## src/rtl/div_fu_ctrl.sv

```systemverilog
// Integer divide FU sequencer: operand extension, divider handshake,
// divide-by-zero fast path and CDB result broadcast.
module div_fu_ctrl #(
  parameter int ROB_W  = 5,
  parameter int PREG_W = 6
) (
  input  logic              clk,
  input  logic              rst,
  input  logic              flush,
  input  logic              issue_valid,
  output logic              issue_ready,
  input  logic [2:0]        issue_funct3,
  input  logic [31:0]       issue_rs1,
  input  logic [31:0]       issue_rs2,
  input  logic [ROB_W-1:0]  issue_rob_idx,
  input  logic [PREG_W-1:0] issue_pd,
  output logic              div_start,
  output logic [32:0]       div_a,
  output logic [32:0]       div_b,
  input  logic              div_complete,
  input  logic [32:0]       div_quotient,
  input  logic [32:0]       div_remainder,
  output logic              cdb_valid,
  input  logic              cdb_ready,
  output logic [31:0]       cdb_data,
  output logic [ROB_W-1:0]  cdb_rob_idx,
  output logic [PREG_W-1:0] cdb_pd
);

  typedef enum logic [2:0] {IDLE, START, BUSY, DRAIN, DONE} state_t;

  state_t      state_q, state_d;
  logic        first_q;
  logic        op_rem;
  logic        accept;
  logic        div_zero;
  logic        sgn;
  logic        capture;
  logic        complete_ok;
  logic [31:0] res_sel;
  logic        unused_bits;

  assign issue_ready = (state_q == IDLE);
  assign cdb_valid   = (state_q == DONE);
  assign accept      = issue_valid & issue_ready & ~flush;
  assign div_zero    = (issue_rs2 == '0);
  assign sgn         = ~issue_funct3[0];
  // The divider's completion is not trusted in the cycle right after start.
  assign complete_ok = div_complete & ~first_q;
  assign res_sel     = op_rem ? div_remainder[31:0] : div_quotient[31:0];
  assign unused_bits = ^{issue_funct3[2], div_quotient[32], div_remainder[32]};

  always_comb begin
    state_d   = state_q;
    div_start = 1'b0;
    capture   = 1'b0;
    case (state_q)
      IDLE:  if (accept) state_d = div_zero ? DONE : START;
      START: begin
        if (flush) begin
          state_d = IDLE;
        end else begin
          div_start = 1'b1;
          state_d   = BUSY;
        end
      end
      BUSY: begin
        // A flush coinciding with completion has nothing left to drain.
        if (complete_ok) begin
          state_d = flush ? IDLE : DONE;
          capture = ~flush;
        end else if (flush) begin
          state_d = DRAIN;
        end
      end
      DRAIN: if (complete_ok) state_d = IDLE;
      DONE:  if (flush || cdb_ready) state_d = IDLE;
      default: state_d = IDLE;
    endcase
  end

  always_ff @(posedge clk or posedge rst) begin
    if (rst) begin
      state_q <= IDLE;
      first_q <= 1'b0;
    end else begin
      state_q <= state_d;
      first_q <= (state_q == START);
    end
  end

  always_ff @(posedge clk or posedge rst) begin
    if (rst) begin
      op_rem      <= 1'b0;
      div_a       <= '0;
      div_b       <= '0;
      cdb_data    <= '0;
      cdb_rob_idx <= '0;
      cdb_pd      <= '0;
    end else if (accept) begin
      op_rem      <= issue_funct3[1];
      div_a       <= {sgn & issue_rs1[31], issue_rs1};
      div_b       <= {sgn & issue_rs2[31], issue_rs2};
      cdb_rob_idx <= issue_rob_idx;
      cdb_pd      <= issue_pd;
      if (div_zero) cdb_data <= issue_funct3[1] ? issue_rs1 : '1;
    end else if (capture) begin
      cdb_data <= res_sel;
    end
  end

endmodule

```

## config.mk

```make
export PLATFORM = sky130hd
export DESIGN_NAME = div_fu_ctrl
export DESIGN_NICKNAME = d
export VERILOG_FILES = /design/src/rtl/div_fu_ctrl.sv
export SDC_FILE = /design/constraint.sdc
export NUM_CORES = 1
export LEC_CHECK = 0
export BUFFER_PORTS_ARGS = -buffer_cell sky130_fd_sc_hd__buf_2
export CAP_MARGIN = 10
export CORE_ASPECT_RATIO = 1.75
export CORE_MARGIN = 8
export CORE_UTILIZATION = 45
export CTS_CLUSTER_DIAMETER = 30
export DETAILED_ROUTE_END_ITERATION = 8
export PLACE_DENSITY_LB_ADDON = 0.05
export SYNTH_ARGS = -nofsm -noshare
export SYNTH_HDL_FRONTEND = slang
export SYNTH_SLANG_ARGS = --single-unit
```

## constraint.sdc

```tcl
create_clock -name clk -period 5.11 [get_ports clk]
set_clock_uncertainty 0.05 [all_clocks]
set_input_delay 1.022 -clock clk [delete_from_list [all_inputs] [get_ports clk]]
set_output_delay 1.022 -clock clk [all_outputs]
set_load 0.02 [all_outputs]
```

## After elaboration in Yosys (flattened, before gate mapping)

Index checks and enable logic that the tools add are counted.
Widths: inputs -> output; s select.

- $add $sub $neg: 0
- $mul: 0
- Div/mod/pow operators: 0
- Magnitude comparators: 0
- Equality and inequality tests: 9
- Shifts and indexed selects: 0
- Mux-type cells: 18
- Bitwise logic cells: 8
- Reduce and logical (&&, ||, !) cells: 6

Operators by type and width:

| kind | number |
|---|---|
| $mux 32 | 5 |
| $logic_not 32->1 | 1 |
| $mux 3 | 7 |
| $pmux 3 s5 | 1 |
| $eq 3x2->1 const B | 2 |
| $ne 2x1->1 const B | 3 |
| $and 1x1->1 | 5 |
| $mux 1 | 4 |
| $reduce_and 4->1 | 1 |
| $eq 3x1->1 const B | 1 |
| $eq 3x3->1 const B | 1 |
| $logic_not 3->1 | 1 |
| $ne 3x3->1 const B | 1 |
| $not 1->1 | 3 |
| $mux 2 | 1 |
| $ne 2x2->1 const B | 1 |
| $reduce_and 2->1 | 1 |
| $reduce_bool 2->1 | 1 |
| $logic_or 1x1->1 | 1 |

- Flip-flop bits (word level): 114
- Bits in latches: 0
- Memory bits (writable): 0
- Bits in read-only memories: 0
- Input port bits: 150
- Logic and storage cells: 49
- Memories: 0

## Logic depth before layout (Yosys ltp)

- Depth after elaboration: 6
- Depth in mapped cells: 7

## Least setup slack after synthesis

Ideal clock, no wire load.

- Kind: input port to output port
- Start: input flush
- End: output div_start
- Arrival time: 1.768 ns
- Required time: 4.038 ns
- Path slack: 2.270 ns
- Stages on the path: 1
- Path buffers: 0
- Path through: nor4_1

- Cells in the longest elaborated chain, start to end: 2

Ends and longest elaborated chain:

| what | RTL line | source |
|---|---|---|
| from (decl) | 9 | `input logic flush,` |
| $mux 1 | 60 | `if (flush) begin` |
| $mux 1 | 57 | `case (state_q)` |
| to (decl) | 17 | `output logic div_start,` |

No other way between the ends.

## Final worst setup path

Ends and elaborated chain as after synthesis.

==> flow_metrics.py <==
metrics = {
    "outcome": {
        "run_status": "completed",
    },
    "global_routing": {
        "grt_pass1_vias": 4963,
        "grt-ovfl-total": 0,
        "antenna_found_initial": 2,
        "grt_use_total_pct": 21.2,
        "grt_pass1_wl_um": 24300,
        "grt_max_degree": 83,
    },
    "timing": {
        "tns_ps": 0,
        "slew_violations": 0,
        "setup_viol": 0,
        "worst_pin_slew_ps": 1030,
        "rsz0062_at_grt": "no",
        "relSlewSlack_pct": 31.3,
        "period_share_pct": 55.8,
        "setup_ws_ps": 2260,
        "final-hold-violation-count": 0,
        "fmax_mhz": 351,
        "finalCriticalPeriod_ps": 2850,
        "fin_hold_ws_ps": 413,
    },
    "power": {
        "p_per_area_mw_per_mm2": 671,
        "leakage_nw": 3.76,
        "max-vdd-ir-drop_mv": 0.365,
        "power.switching_mw": 1.82,
        "p_seq_share_pct": 34.8,
        "p_clk_share_pct": 26.5,
        "switching_share_pct": 39.1,
        "power_mw": 4.66,
        "internal_power_mw": 2.84,
        "combinationalPowerShare_pct": 38.7,
    },
    "clock_network": {
        "cts_num_sinks": 114,
        "post-cts-setup-buffers": 0,
        "cts-root-buf": "clkbuf_16",
        "hold_buffers": 0,
        "cts_resized": 0,
        "h-tree-depth": 4,
        "clk-insertion-delay-late_ps": 390,
        "clk_transition_reported_paths_ps": 50,
        "cts_tree": "built",
        "cts.path.max_buffers": 2,
        "cts-buffers-inserted": 17,
    },
    "logic_synthesis": {
        "avgSynthCellArea_um2": 9.81,
        "ys_ff_latch": 114,
        "synth.distinct_cells": 31,
        "synth.net_count": 662,
        "synth_warnings": 0,
        "synthCells": 512,
        "seq_area_frac_synth_pct": 56.8,
        "syn_area_mm2": 0.00502,
    },
    "final_layout": {
        "nets": 913,
        "final_cell_mix": "263 x nand2_1, 258 x buf_2, 113 x dfrtp_1",
        "nFillCells": 953,
        "stdcell_area_mm2": 0.00695,
        "utilization_pct": 63.0,
        "fin_cells": 910,
        "syn_to_final_growth_pct": 38.5,
        "final_layout_size_suffix_gt1_share_pct": 39.2,
        "mostFrequentLayoutCell": "nand2_1",
    },
    "worst_setup_path": {
        "critical_path_class": "primary input to output pin",
        "r2r_end": "cdb_data[27]",
        "rr_startpoint": "state_q[0]",
        "arrival_ps": 1780,
        "cp-start-kind": "primary input",
        "slowest_delay_ps": 370,
        "rrSetupSlack_ps": 2570,
        "startpoint": "flush",
        "endpoint": "div_start",
        "cp_max_fo": 4,
        "cp_cell_sequence": "buf_2 -> nor4_1 -> buf_2",
        "r2r_cells": 6,
        "cp_slowest_cell": "nor4_1",
        "critPathMostFrequentCell": "buf_2",
        "endpoint_kind": "output pin",
        "cp.required_ps": 4040,
    },
    "drt": {
        "drtPass1Iterations": 4,
        "drtAntennaViolNets": 0,
        "drc_errors": 0,
        "wire_per_inst_um": 17.0,
        "vias": 4561,
        "vias_per_cell": 5.01,
        "drt-initial-drc-count": 164,
        "wl_um": 15500,
    },
    "floorplanning": {
        "die_h_um": 156,
        "initial_core_util_pct": 45.5,
        "fp.dieArea_mm2": 0.0149,
        "core-area_mm2": 0.0110,
        "fp-row-count": 51,
        "io_pins": 262,
        "die_w_um": 95.9,
    },
    "place": {
        "pre_cts_ws_ps": 1960,
        "portBuffers": 258,
        "place_congestion": 0.788,
        "dp_hpwl_um": 11300,
        "placed_area_mm2": 0.00633,
        "dp_cells": 876,
    },
    "hold_path": {
        "whs_path_depth": 2,
        "hold_class": "register to register",
    },
    "flow_run": {
        "drv_cap": 0,
    },
}
==> flip-flops by register name (all words and copies together), names as in the netlist <==
| register | cells |
|---|---|
| cdb_data | 32 |
| cdb_pd | 6 |
| cdb_rob_idx | 5 |
| div_a | 33 |
| div_b | 33 |
| first_q | 1 |
| op_rem | 1 |
| state_q | 3 |
==> synth_stat cells, drive strengths merged <==
cell	number	area [um^2]
buf	25	165
nor3	3	26.3
a31oi	1	12.5
inv	4	15.0
o2bb2ai	1	8.76
a21o	3	30.0
o221a	32	360
or2	1	6.26
nand2	263	987
nor4	10	77.6
clkbuf	5	18.8
nand4	2	12.5
a221oi	1	15.0
o21ai	2	10.0
nor2	3	21.3
mux2	1	11.3
and2	1	6.26
nand3	1	17.5
mux2i	32	320
nand2b	5	31.3
dfrtp	114	2850
nor2b	1	8.76
a211oi	1	7.51
==> routing by layer <==
metal	up-vias	part of all wire (%)	track usage, %
li1	2203	-	-
met3	22	7.9	6.99
met1	2151	38	23.2
met4	0	2.4	8.62
met2	185	51	36.1
met5	-	0	0
==> power groups by stage <==
| stage | sequential [mW] | clock [mW] | combinational, mW |
|---|---|---|---|
| 6_report | 1.62 | 1.24 | 1.81 |
| 2_1_floorplan | 2.09 | 0 | 0.675 |
| 3_3_place_gp | 1.62 | 0 | 1.80 |
| 4_1_cts | 1.62 | 1.26 | 1.84 |
| 3_5_place_dp | 1.63 | 0 | 1.84 |
| 5_1_grt | 1.69 | 1.30 | 1.97 |
==> critical path: cells and delay by family <==
kind	cells	cell delay, ps
buffers and inverters	2	390
and+or+nand+nor	1	370
==> area by class of cell <==
type | count | area (um^2) | share of cell area, %
inverter | 4 | 17.5 | 0.252
tap | 132 | 165 | 2.37
clock buffer | 22 | 464 | 6.68
timing repair buffer | 262 | 1320 | 19.0
sequential | 114 | 2850 | 41.0
antenna | 2 | 5.00 | 0.0720
multi-input combinational | 364 | 1970 | 28.3
clock inverter | 10 | 156 | 2.25
==> cells by family after synthesis <==
logic type      Yosys count  share of synthesized area (%)
buf+inv                  34                           3.96
flops                   114                           56.8
compound gates           41                           8.84
mux                      33                           6.60
simple gates            290                           23.8
==> how the worst min path moves through the flow <==
stage / startpoint / end
floorplan: state_q[2] / first_q
global placement: div_a[28] / div_a[28]
detailed placement: div_b[7] / div_b[7]
CTS: div_b[7] / div_b[7]
global route: div_a[3] / div_a[3]
finish: div_b[26] / div_b[26]
No activity file was read; power rests on OpenSTA's default activity.
